$ cat src/rtl/tm_lif_if.sv
// tm_lif_if: control, input-current and result bundle for the time-multiplexed LIF array
interface tm_lif_if #(
  parameter int N_NEURONS = 4,
  parameter int WIDTH     = 8,
  parameter int IDXW      = 2
);
  logic                       en;
  logic [WIDTH-1:0]           threshold;
  logic [WIDTH-1:0]           syn_weight;
  logic [N_NEURONS*WIDTH-1:0] current_in;
  logic [N_NEURONS-1:0]       spikes;
  logic [WIDTH-1:0]           state_out;
  logic [IDXW-1:0]            state_idx;
  logic                       state_valid;
  logic                       frame_done;
  modport master (
    output en, threshold, syn_weight, current_in,
    input  spikes, state_out, state_idx, state_valid, frame_done
  );
  modport slave (
    input  en, threshold, syn_weight, current_in,
    output spikes, state_out, state_idx, state_valid, frame_done
  );
endinterface

$ cat src/rtl/tm_lif_array.sv
// tm_lif_array: round-robin array of leaky integrate-and-fire neurons sharing one update datapath
module tm_lif_array #(
  parameter int N_NEURONS  = 4,
  parameter int WIDTH      = 8,
  parameter int LEAK_SHIFT = 1,
  parameter int REFRAC     = 2,
  parameter int CHAIN      = 1
) (
  input logic    clk,
  input logic    rst,
  tm_lif_if.slave bus
);
  localparam int IDXW = N_NEURONS > 1 ? $clog2(N_NEURONS) : 1;
  localparam int RW   = REFRAC > 0 ? $clog2(REFRAC + 1) : 1;
  logic [WIDTH-1:0]     v_q [N_NEURONS];
  logic [WIDTH-1:0]     v_d [N_NEURONS];
  logic [RW-1:0]        r_q [N_NEURONS];
  logic [RW-1:0]        r_d [N_NEURONS];
  logic [N_NEURONS-1:0] spikes_q, spikes_d;
  logic [IDXW-1:0]      idx_q, idx_d, oidx_q, oidx_d;
  logic [WIDTH-1:0]     out_q, out_d;
  logic                 valid_q, valid_d, done_q, done_d;
  logic [WIDTH-1:0]     v_sel, c_sel, sat, v_new;
  logic [RW-1:0]        r_sel;
  logic [WIDTH+1:0]     sum;
  logic                 syn_on, refr, fire;
  always_comb begin
    v_sel  = '0;
    r_sel  = '0;
    c_sel  = '0;
    syn_on = 1'b0;
    for (int i = 0; i < N_NEURONS; i++)
      if (idx_q == IDXW'(i)) begin
        v_sel  = v_q[i];
        r_sel  = r_q[i];
        c_sel  = bus.current_in[i*WIDTH +: WIDTH];
        syn_on = CHAIN != 0 && i > 0 && spikes_q[i == 0 ? 0 : i - 1];
      end
    sum   = {2'b0, v_sel - (v_sel >> LEAK_SHIFT)} + {2'b0, c_sel} + (syn_on ? {2'b0, bus.syn_weight} : '0);
    sat   = |sum[WIDTH+1:WIDTH] ? '1 : sum[WIDTH-1:0];
    refr  = r_sel != '0;
    fire  = !refr && bus.threshold != '0 && sum >= {2'b0, bus.threshold};
    v_new = (refr || fire) ? '0 : sat;
    v_d      = v_q;
    r_d      = r_q;
    spikes_d = spikes_q;
    idx_d    = idx_q;
    out_d    = out_q;
    oidx_d   = oidx_q;
    valid_d  = 1'b0;
    done_d   = 1'b0;
    if (bus.en) begin
      for (int i = 0; i < N_NEURONS; i++)
        if (idx_q == IDXW'(i)) begin
          v_d[i]      = v_new;
          r_d[i]      = refr ? r_sel - 1'b1 : fire ? RW'(REFRAC) : '0;
          spikes_d[i] = fire;
        end
      idx_d   = idx_q == IDXW'(N_NEURONS - 1) ? '0 : idx_q + 1'b1;
      out_d   = v_new;
      oidx_d  = idx_q;
      valid_d = 1'b1;
      done_d  = idx_q == IDXW'(N_NEURONS - 1);
    end
  end
  always_ff @(posedge clk) begin
    if (rst) begin
      for (int i = 0; i < N_NEURONS; i++) begin
        v_q[i] <= '0;
        r_q[i] <= '0;
      end
      spikes_q <= '0;
      idx_q    <= '0;
      out_q    <= '0;
      oidx_q   <= '0;
      valid_q  <= 1'b0;
      done_q   <= 1'b0;
    end else begin
      v_q      <= v_d;
      r_q      <= r_d;
      spikes_q <= spikes_d;
      idx_q    <= idx_d;
      out_q    <= out_d;
      oidx_q   <= oidx_d;
      valid_q  <= valid_d;
      done_q   <= done_d;
    end
  end
  assign bus.spikes      = spikes_q;
  assign bus.state_out   = out_q;
  assign bus.state_idx   = oidx_q;
  assign bus.state_valid = valid_q;
  assign bus.frame_done  = done_q;
endmodule

$ cat src/flat_wrapper.sv
// flat-port wrapper written by rule: the top's interface ports become plain ports
module tm_lif_array_flat 
#(
  parameter int N_NEURONS  = 4,
  parameter int WIDTH      = 8,
  parameter int LEAK_SHIFT = 1,
  parameter int REFRAC     = 2,
  parameter int CHAIN      = 1
)
  (clk, rst, bus_en, bus_threshold, bus_syn_weight, bus_current_in, bus_spikes, bus_state_out, bus_state_idx, bus_state_valid, bus_frame_done);
  tm_lif_if #(.N_NEURONS(N_NEURONS), .WIDTH(WIDTH), .IDXW(2)) bus_i ();
  input logic clk;
  input logic rst;
  input wire logic [$bits(bus_i.en)-1:0] bus_en;
  input wire logic [$bits(bus_i.threshold)-1:0] bus_threshold;
  input wire logic [$bits(bus_i.syn_weight)-1:0] bus_syn_weight;
  input wire logic [$bits(bus_i.current_in)-1:0] bus_current_in;
  output wire logic [$bits(bus_i.spikes)-1:0] bus_spikes;
  output wire logic [$bits(bus_i.state_out)-1:0] bus_state_out;
  output wire logic [$bits(bus_i.state_idx)-1:0] bus_state_idx;
  output wire logic [$bits(bus_i.state_valid)-1:0] bus_state_valid;
  output wire logic [$bits(bus_i.frame_done)-1:0] bus_frame_done;
  assign bus_i.en = bus_en;
  assign bus_i.threshold = bus_threshold;
  assign bus_i.syn_weight = bus_syn_weight;
  assign bus_i.current_in = bus_current_in;
  assign bus_spikes = bus_i.spikes;
  assign bus_state_out = bus_i.state_out;
  assign bus_state_idx = bus_i.state_idx;
  assign bus_state_valid = bus_i.state_valid;
  assign bus_frame_done = bus_i.frame_done;
  tm_lif_array #(.N_NEURONS(N_NEURONS), .WIDTH(WIDTH), .LEAK_SHIFT(LEAK_SHIFT), .REFRAC(REFRAC), .CHAIN(CHAIN)) u_core (.clk(clk), .rst(rst), .bus(bus_i));
endmodule
$ cat config.mk
export PLATFORM = sky130hd
export DESIGN_NAME = tm_lif_array_flat
export DESIGN_NICKNAME = d
export VERILOG_FILES = /design/src/rtl/tm_lif_if.sv /design/src/rtl/tm_lif_array.sv /design/src/flat_wrapper.sv
export SDC_FILE = /design/constraint.sdc
export NUM_CORES = 1
export LEC_CHECK = 0
export ABC_CLOCK_PERIOD_IN_PS = 7850
export BUFFER_PORTS_ARGS = -buffer_cell sky130_fd_sc_hd__buf_2
export CAP_MARGIN = 20
export CORE_UTILIZATION = 40
export DETAILED_ROUTE_END_ITERATION = 16
export GPL_TIMING_DRIVEN = 0
export MAX_ROUTING_LAYER = met4
export PLACE_DENSITY = 0.63
export SYNTH_ARGS = -nofsm -noshare
export SYNTH_HDL_FRONTEND = slang
export SYNTH_SLANG_ARGS = --single-unit
$ cat constraint.sdc
create_clock -name clk -period 7.85 [get_ports clk]
set_clock_uncertainty 0.2 [all_clocks]
set_input_delay 1.1775 -clock clk [delete_from_list [all_inputs] [get_ports clk]]
set_output_delay 1.1775 -clock clk [all_outputs]
set_load 0.02 [all_outputs]
==> results.txt <==
Status -> completed
DRC Markers -> 0
Core Area -> 9330 sq um
Final Slew Violations -> 0
Top-level I/O count -> 67
First-pass GRT wire length -> 16.6 mm
Root buffer cell -> clkbuf_8
Synthesized area -> 3890 sq um
Clock sinks -> 58
Max Fclk -> 136 MHz
Number of global-route vias before repair -> 3,495
CP Class -> flop to flop
Syn nets -> 580
# diodes -> 0
Share of cells above drive strength 1 -> 0.178
Synthesized area per cell -> 7.89 sq um
Die X -> 101 um
Vias per cell -> 5.37
Rel. slew slack -> 0.430
# setup viols final -> 0
Htree depth -> 3
Most common flop cell mapped by yosys -> dfxtp_1
DR WL/cell -> 14.7 um
Data required, critical path -> 7910 ps
Clock transition at the registers of the reported paths -> 70 ps
All-Layer GR Usage -> 0.214
Post-synthesis register bit count -> 58
CTS buffer count -> 9
DIE AREA -> 10,100 sq um
CTS tree -> built
R2R Setup Slk -> 520 ps
Post-synth ARST share -> 0
DRT Pass-1 Iters -> 4
Post-route ant nets -> 0
DP HPWL -> 8.25 mm
Clk_lat worst skew -> 350 ps
RSZ-0062 raised after global routing -> false
Initial antenna violation count -> 0
Worst-margin pin slew -> 846 ps
CP max stage delay -> 440 ps
Area Growth Syn to Fin -> 18.5%
CP most frequent cell -> ha_1
Sequential element share of the synthesized area -> 0.299
Fin. Hold Viols -> 0
Period utilization -> 0.934
Number of DRC markers in iteration 0 -> 244
Seq. cell area -> 1160 sq um
Rows -> 35
Max Buffers Root-to-Sink -> 2
Initial cell density of the core -> 0.417
Placer Congestion -> 0.872
Tightest Hold Check Type -> flop to flop
GRT Residual Overflow -> 0
CTS Hold Bufs -> 0
Port buffer count -> 64
CP max stage cell -> clkbuf_1
Setup crit end kind -> flop
Via count -> 3,768
Max cap viols -> 0
EDFF count, synth -> 0
Fill cell count -> 943
Warnings from Yosys -> 0
Type of origin of the critical path -> flop
Multi-input combinational cell area -> 2560 sq um
Worst path arrival time -> 7390 ps
CP max FO -> 10
Synth Instances -> 493
Die H -> 101 um
Final WL -> 10.3 mm
TNS Setup -> 0 ps
Fin nets -> 655
Min Tclk post-route -> 7330 ps
Netlist cell types -> 53
Largest net degree at the start of global routing -> 13
-- layout by cell type (no fill, tap or decap), types with 3 or more instances in the layout --
cell        instances
nor3_1              4
a31oi_1             3
a221o_1             9
nand2_1            73
and2_1              8
a21o_1              5
nand3b_1           12
clkbuf_8            9
o41ai_1             5
clkbuf_2            3
o31ai_1             3
inv_1              29
xnor2_1            12
a311oi_1            6
nand2b_1            3
clkbuf_1           12
nor3b_1             5
o21ai_0            63
dfxtp_1            58
mux2i_1             8
buf_2              68
nor2_1             30
clkinvlp_4          4
a211oi_1            5
nor4_1              3
nor2b_1             4
o2111ai_2           4
a21oi_1            44
o21ai_1             4
xor2_1              5
ha_1               34
-- registers in the layout, summed over array words and instances (netlist names) --
signal                  flops
u_core.bus.frame_done       1
u_core.bus.spikes           4
u_core.bus.state_idx        2
u_core.bus.state_out        8
u_core.bus.state_valid      1
u_core.idx_q                2
u_core.r_q                  8
u_core.v_q                 32
-- final timing paths --
check                                       to  cells after the start       startpoint
worst max-delay path            u_core.v_q[24]                     30  u_core.idx_q[0]
worst min-delay path             u_core.v_q[4]                      2    u_core.v_q[4]
worst max register to register  u_core.v_q[24]                     30  u_core.idx_q[0]
worst min register to register   u_core.v_q[4]                      2    u_core.v_q[4]
-- cell families (layout without fill, tap and decap cells) --
kind of cell,Yosys count,count (layout),share of synthesized area
buf+inv,51,131,0.0502
mux,8,8,0.0206
compound gates,172,172,0.290
fa+ha+maj,36,36,0.120
xor+xnor,17,17,0.0383
simple gates,151,151,0.182
flops,58,58,0.299
-- cell type report --
cell class                 count  area share
clock buffer                   9      0.0269
buffer                        20      0.0182
clock inverter                 7      0.0168
sequential                    58       0.252
inverter                      29      0.0236
timing repair buffer          66      0.0728
multi-input combinational    384       0.555
tap                          129      0.0350
-- stage by stage --
| step | util | area [sq um] | setup slack [ps] | hold slack, ps | instances |
|---|---|---|---|---|---|
| after floorplan | - | 3890 | 1470 | 225 | 493 |
| after global placement | 0.468 | 4370 | 308 | 234 | 686 |
| after detailed placement | 0.468 | 4370 | 129 | 243 | 686 |
| after CTS | 0.490 | 4570 | 50.7 | 259 | 702 |
| after global routing | 0.494 | 4610 | 40.5 | 277 | 702 |
| final | 0.494 | 4610 | 521 | 258 | 702 |
-- critical path: cells and delay by family (launching register included) --
kind            cells  cell delay, ps
xor+xnor            3             420
simple gates        4             830
fa+ha+maj           6            1510
buf+inv             5            1160
compound gates     11            2600
flops               1             360
mux                 1             170
-- synthesized netlist by cell type (6+ instances only) --
library cell	instances	share of area
a21oi_1	44	0.057
a221o_1	9	0.023
a311oi_1	6	0.014
and2_1	8	0.013
clkbuf_1	16	0.015
dfxtp_1	58	0.30
ha_1	34	0.11
inv_1	29	0.028
mux2i_1	8	0.021
nand2_1	73	0.070
nand3b_1	12	0.023
nor2_1	30	0.029
o21ai_0	63	0.081
xnor2_1	12	0.027
-- layer usage --
| metal | GRT usage | share of wire | vias up |
|---|---|---|---|
| met5 | - | 0 | - |
| met4 | 0.0613 | 0.014 | 0 |
| met3 | 0.0361 | 0.036 | 14 |
| met2 | 0.340 | 0.46 | 83 |
| met1 | 0.281 | 0.49 | 1743 |
| li1 | - | - | 1928 |
-- repair_timing --
action,CTS,global route
endpoints found under the setup margin,0,44
setup buffers,0,2
gates resized for setup,0,12
Power is not shown: default switching activity piles up to over one toggle a cycle in this logic, so the estimate is an artifact.
